## src/rtl/ram32x8_arbiter.sv

```systemverilog
// Round-robin arbiter/sequencer: two single-word requesters onto one 32x8 RAM port.
// Latency: req sampled at edge N -> ram_en in cycle N+1 -> ack/rdata in cycle N+2; one txn per 3 cycles.
// Backpressure: a requester holds req/fields until its ack; requests arriving while busy wait in IDLE.
module ram32x8_arbiter #(
  parameter int AW = 5,
  parameter int DW = 8
) (
  input  logic          clk,
  input  logic          rst_n,
  input  logic          req0,
  input  logic          req1,
  input  logic          we0,
  input  logic          we1,
  input  logic [AW-1:0] addr0,
  input  logic [AW-1:0] addr1,
  input  logic [DW-1:0] wdata0,
  input  logic [DW-1:0] wdata1,
  output logic          ack0,
  output logic          ack1,
  output logic [DW-1:0] rdata,
  output logic          busy,
  output logic          ram_en,
  output logic          ram_we,
  output logic [AW-1:0] ram_addr,
  output logic [DW-1:0] ram_din,
  input  logic [DW-1:0] ram_dout
);

  typedef enum logic [1:0] {
    IDLE   = 2'd0,
    ACCESS = 2'd1,
    RESP   = 2'd2
  } state_t;

  state_t state, state_nxt;
  logic   gnt, gnt_nxt;   // index of the requester owning the current transaction
  logic   last;           // most recent grant; the other requester wins the next tie
  logic   grant;

  assign grant = (state == IDLE) && (req0 || req1);

  // Next-state and arbitration decision; only IDLE looks at the requests.
  always_comb begin
    state_nxt = state;
    gnt_nxt   = gnt;
    case (state)
      IDLE: begin
        if (req0 || req1) begin
          state_nxt = ACCESS;
          if (req0 && req1) gnt_nxt = ~last;
          else              gnt_nxt = req1;
        end
      end
      ACCESS:  state_nxt = RESP;
      RESP:    state_nxt = IDLE;
      default: state_nxt = IDLE;
    endcase
  end

  // State, current owner and round-robin history.
  always_ff @(posedge clk or negedge rst_n) begin
    if (!rst_n) begin
      state <= IDLE;
      gnt   <= 1'b0;
      last  <= 1'b1;
    end else begin
      state <= state_nxt;
      gnt   <= gnt_nxt;
      if (grant) last <= gnt_nxt;
    end
  end

  // Registered RAM drive, read capture and acknowledge pulses; every output is a flop.
  always_ff @(posedge clk or negedge rst_n) begin
    if (!rst_n) begin
      ram_en   <= 1'b0;
      ram_we   <= 1'b0;
      ram_addr <= '0;
      ram_din  <= '0;
      rdata    <= '0;
      ack0     <= 1'b0;
      ack1     <= 1'b0;
      busy     <= 1'b0;
    end else begin
      busy <= (state_nxt != IDLE);
      case (state)
        IDLE: begin
          if (grant) begin
            ram_en   <= 1'b1;
            ram_we   <= gnt_nxt ? we1    : we0;
            ram_addr <= gnt_nxt ? addr1  : addr0;
            ram_din  <= gnt_nxt ? wdata1 : wdata0;
          end
        end
        ACCESS: begin
          // The write (if any) commits in the RAM on this same edge.
          ram_en <= 1'b0;
          ram_we <= 1'b0;
          if (!ram_we) rdata <= ram_dout;
          if (gnt) ack1 <= 1'b1;
          else     ack0 <= 1'b1;
        end
        RESP: begin
          ack0 <= 1'b0;
          ack1 <= 1'b0;
        end
        default: begin
          ack0 <= 1'b0;
          ack1 <= 1'b0;
        end
      endcase
    end
  end

endmodule

```

## config.mk

```make
export PLATFORM = sky130hd
export DESIGN_NAME = ram32x8_arbiter
export DESIGN_NICKNAME = d
export VERILOG_FILES = /design/src/rtl/ram32x8_arbiter.sv
export SDC_FILE = /design/constraint.sdc
export NUM_CORES = 1
export LEC_CHECK = 0
export ABC_AREA = 0
export CAP_MARGIN = 20
export CELL_PAD_IN_SITES_DETAIL_PLACEMENT = 1
export CELL_PAD_IN_SITES_GLOBAL_PLACEMENT = 1
export CORE_MARGIN = 2
export CORE_UTILIZATION = 28
export DETAILED_ROUTE_END_ITERATION = 16
export PLACE_DENSITY = 0.81
export SYNTH_ARGS = -nofsm -noshare
export SYNTH_HDL_FRONTEND = slang
export SYNTH_SLANG_ARGS = --single-unit
```

## constraint.sdc

```tcl
create_clock -name clk -period 1.2 [get_ports clk]
set_input_delay 0.3 -clock clk [delete_from_list [all_inputs] [get_ports clk]]
set_output_delay 0.3 -clock clk [all_outputs]
set_load 0.02 [all_outputs]
```

**Word level (Yosys, flattened, before mapping)**

Cells that the tools add are included.
W data, S select, Z words.

- Add/subtract/negate cells: 0
- $mul: 0
- Div/mod/pow operators: 0
- Magnitude comparators: 0
- Equality and inequality tests: 4
- Shift operators: 0
- Muxes and demuxes: 16
- Bitwise operators: 3
- Reduce and logical (&&, ||, !) cells: 11

Operators with widths:

| operator | count |
|---|---|
| $reduce_and A2 Y1 | 5 |
| $mux W1 | 8 |
| $mux W8 | 1 |
| $pmux W1 S2 | 4 |
| $ne A2 B2 Y1 const B | 3 |
| $mux W5 | 1 |
| $pmux W2 S2 | 1 |
| $reduce_bool A2 Y1 | 2 |
| $not A1 Y1 | 3 |
| $eq A2 B1 Y1 const B | 1 |
| $logic_and A1 B1 Y1 | 2 |
| $logic_not A2 Y1 | 1 |
| $mux W2 | 1 |
| $logic_or A1 B1 Y1 | 1 |

- Bits in registers: 30
- Latch bits: 0
- Memory bits (writable): 0
- ROM bits: 0
- Output and inout port bits: 26
- Memories: 0

**Logic depth before layout (Yosys ltp)**

- Depth in word-level cells: 7
- Mapped depth: 7
- Mapped depth without buffers: 4

**Worst setup path after synthesis**

Ideal clock, no wire load.

- Kind: register to register
- Start point: register state[1]
- End point: register rdata[0]
- Arrival: 1.168 ns
- Data required time: 1.072 ns
- Path slack: -0.095 ns
- Cell stages (with the launch flop): 4
- Buffers on the path: 0
- Cell sequence: dfrtp_1 > nand2b_1 > nor2_4 > mux2_1

- Longest elaborated chain between the ends: 2

RTL lines:

| what | RTL line | RTL |
|---|---|---|
| from (decl) | 35 | `state_t state, state_nxt;` |
| from (signal assigned) | 67 | `state <= state_nxt;` |
| $eq A2 B1 Y1 | 86 | `case (state)` |
| $reduce_and A2 Y1 (no line) | n/a |  |
| to (signal assigned) | 99 | `if (!ram_we) rdata <= ram_dout;` |
| to (decl) | 20 | `output logic [DW-1:0] rdata,` |

Every way passes these cells.
A chain may end at the register's enable or synchronous reset.

**Worst setup path after layout**

- Start point: register state[1]
- End point: register rdata[7]

Same word-level chain as after synthesis.

==> key figures <==
Run status
  • Status: complete, but fails checks
  • Failing checks: negative setup slack

Global route
  • Total gr overflow: 0
  • Number of global-route vias before repair: 1566
  • Initial antenna violation count: 0
  • GRT Total Usage: 0.179
  • Pin count of the biggest net entering global routing: 21
  • First-pass GRT wire length: 7480 um

Finish
  • Area grow syn2layout: 78.6%
  • Diodes inserted: 0
  • Final #Nets: 266
  • Filler cells: 564
  • Final core occ: 0.509
  • Share of layout cells above drive strength 1: 0.529
  • Commonest non-fill, non-tap cell in the layout: clkdlybuf4s50_1
  • Commonest non-fill, non-tap cells in the layout: clkdlybuf4s50_1 (37), dfrtp_1 (28), buf_2 (26)

Worst hold path
  • Worst Hold Class: in2async

Drt
  • 1st-pass router iterations: 4
  • WL per Instance: 17.2 um
  • Vias/cell: 4.87
  • Routed wire length: 5110 um
  • Routed Antenna Nets: 0
  • DRC errors left: 0
  • DR vias: 1445
  • DR iter-0 viols: 30

Critical path
  • CP arrival: 1.40 ns
  • Crit. Startpoint: state[1]
  • Reg2Reg Depth: 4
  • Critical Path RT: 1.37 ns
  • CP startpoint kind: flop
  • Reg2reg end: rdata[7]
  • Reg-to-reg startpoint: state[1]
  • R2R setup slack: -0.03 ns
  • Worst-path maximum fanout: 8
  • Kind of critical path: reg2reg
  • CP Capture Type: flop

Yosys
  • Avg Inst Size Synth: 11.6 sq um
  • Cells after Synth: 124
  • Synth warn: 0
  • Synthesized netlist net count: 164
  • Synthesized area: 0.00144 sq mm
  • Seq/Total Area, Yosys: 0.523
  • Synth cell types: 24
  • Seq cells post-synth: 30

STA
  • Slew @ Worst Pin: 0.269 ns
  • Final Hold Vio Count: 0
  • Final worst setup slack: -0.0307 ns
  • Final-report setup violation count: 11
  • RSZ-0062 raised after global routing: yes
  • Tmin final: 1.23 ns
  • Layout Skew: 0.00339 ns
  • Tcrit/Tclk final: 1.03
  • Hold slack: 0.351 ns
  • Fin. max-slew vios: 0
  • Fmax: 0.813 GHz
  • Slew headroom: 0.820

Floorplan
  • DIE HEIGHT: 75.7 um
  • Core footprint: 0.00504 sq mm
  • I/O pin cnt: 66
  • Standard-cell rows: 26
  • Die width: 75.7 um
  • Initial core utilization: 0.285
  • Die Area: 0.00572 sq mm

Clock tree
  • CTS tree: built
  • Root Buffer: clkbuf_8
  • Post-CTS Hold Buffers: 0
  • Longest Clk Path Bufs: 2
  • Insertion delay to the later sink of the worst-skew pair: 0.28 ns
  • Clock sink total: 30
  • Num CTS Buffers: 5
  • H-tree depth: 2
  • Reg clk slew, reported paths: 0.06 ns

Place
  • DP Worst Slack: -0.445 ns
  • Gpl congestion: 0.720
  • Hpwl dp: 3070 um
  • Number of port buffers: 65

Power
  • Lkg Pwr: 1.08 nW
  • PwrDens: 2680 mW/mm^2
  • VDD IR max: 0.00104 V

Flow run
  • Max-Cap Viols: 0
==> flip-flops by register name (all words and copies together) (netlist names) <==
name,count
ram_addr,5
ram_we,1
ram_din,8
ack1,1
last,1
ack0,1
ram_en,1
state,2
gnt,1
busy,1
rdata,8
==> metal layers <==
layer / global-route usage / wire length [um]
met1: 0.201 / 1960
met2: 0.326 / 2870
met3: 0.0410 / 191
met4: 0.0721 / 85
met5: 0 / 0
==> final cells by class <==
class / instances / area, sq um / area share
Clock buffer: 8 / 80.1 / 0.0312
Inverter: 4 / 31.3 / 0.0122
Multi-Input combinational cell: 82 / 741 / 0.288
Sequential cell: 30 / 753 / 0.293
Tap cell: 70 / 87.6 / 0.0341
Timing Repair Buffer: 101 / 856 / 0.333
Timing Repair inverter: 2 / 18.8 / 0.00731
==> critical path, stage by stage (launching register included) <==
cell and delay [ns]:
dfrtp_1 0.41, nand2b_4 0.16, nor2_4 0.10, buf_12 0.14
mux2_4 0.30
==> cell usage after synthesis <==
cell type   n  area share
a21oi_2     9       0.055
mux2_1      8       0.063
buf_6       3       0.023
nor2_4      2       0.016
a31oi_2     9       0.078
inv_4       1      0.0044
or2_1       1      0.0044
inv_1       3      0.0078
nand2_8     1       0.014
nor2_1      2      0.0052
buf_8       1       0.010
a21oi_1     7       0.024
buf_2       3       0.010
nand2b_1    2      0.0087
a31oi_1     6       0.026
nand2_1     3      0.0078
clkbuf_1    2      0.0052
a22oi_1     1      0.0052
dfrtp_1    29        0.50
nand3_1    14       0.049
a32oi_1     1      0.0061
o21ai_0    14       0.049
dfstp_2     1       0.018
nor2b_1     1      0.0044
==> how the worst max path moves through the flow <==
stage,slack [ns],end,depth (start not counted)
after CTS,-0.03,last,5
after global routing,-0.1,ram_we,6
after detailed placement,-0.44,ram_din[4],6
after global placement,-0.40,ram_addr[3],6
final,-0.03,rdata[7],4
after floorplan,-0.04,rdata[0],3
==> timing repair <==
| item | in CTS | in global routing |
|---|---|---|
| endpoints found under the setup margin | 52 | 25 |
| endpoints found under the hold margin | 0 | 0 |
| resized for setup | 141 | 31 |
| pin swaps | 11 | 5 |
| setup buffers | 3 | 4 |
| cloned | 3 | 1 |
==> logic make-up (layout without fill, tap and decap cells) <==
kind of cell	Yosys count	count (layout)	synth area share
AO/OA/AOI/OAI	47	47	0.244
flip-flops	30	30	0.523
AND/OR/NAND/NOR	26	27	0.109
buffers and inverters	13	115	0.0618
multiplexers	8	8	0.0627
==> report_power, final <==
group | switching (W) | internal [W] | leakage (nW)
logic | 0.00216 | 0.00205 | 0.700
registers | 0.000316 | 0.00155 | 0.344
clock network | 0.000381 | 0.000411 | 0.0395
==> per-stage QoR <==
step | cell area [sq um] | cells | TNS (ns) | total power [W]
2_1_floorplan | 1460 | 124 | -0.329 | 0.00375
3_3_place_gp | 2360 | 280 | -8.06 | 0.00547
3_5_place_dp | 2360 | 280 | -8.99 | 0.00558
4_1_cts | 2460 | 294 | -0.236 | 0.00648
5_1_grt | 2570 | 297 | -1.05 | 0.00729
6_report | 2570 | 297 | -0.243 | 0.00687
No activity file was read; power rests on OpenSTA's default activity.
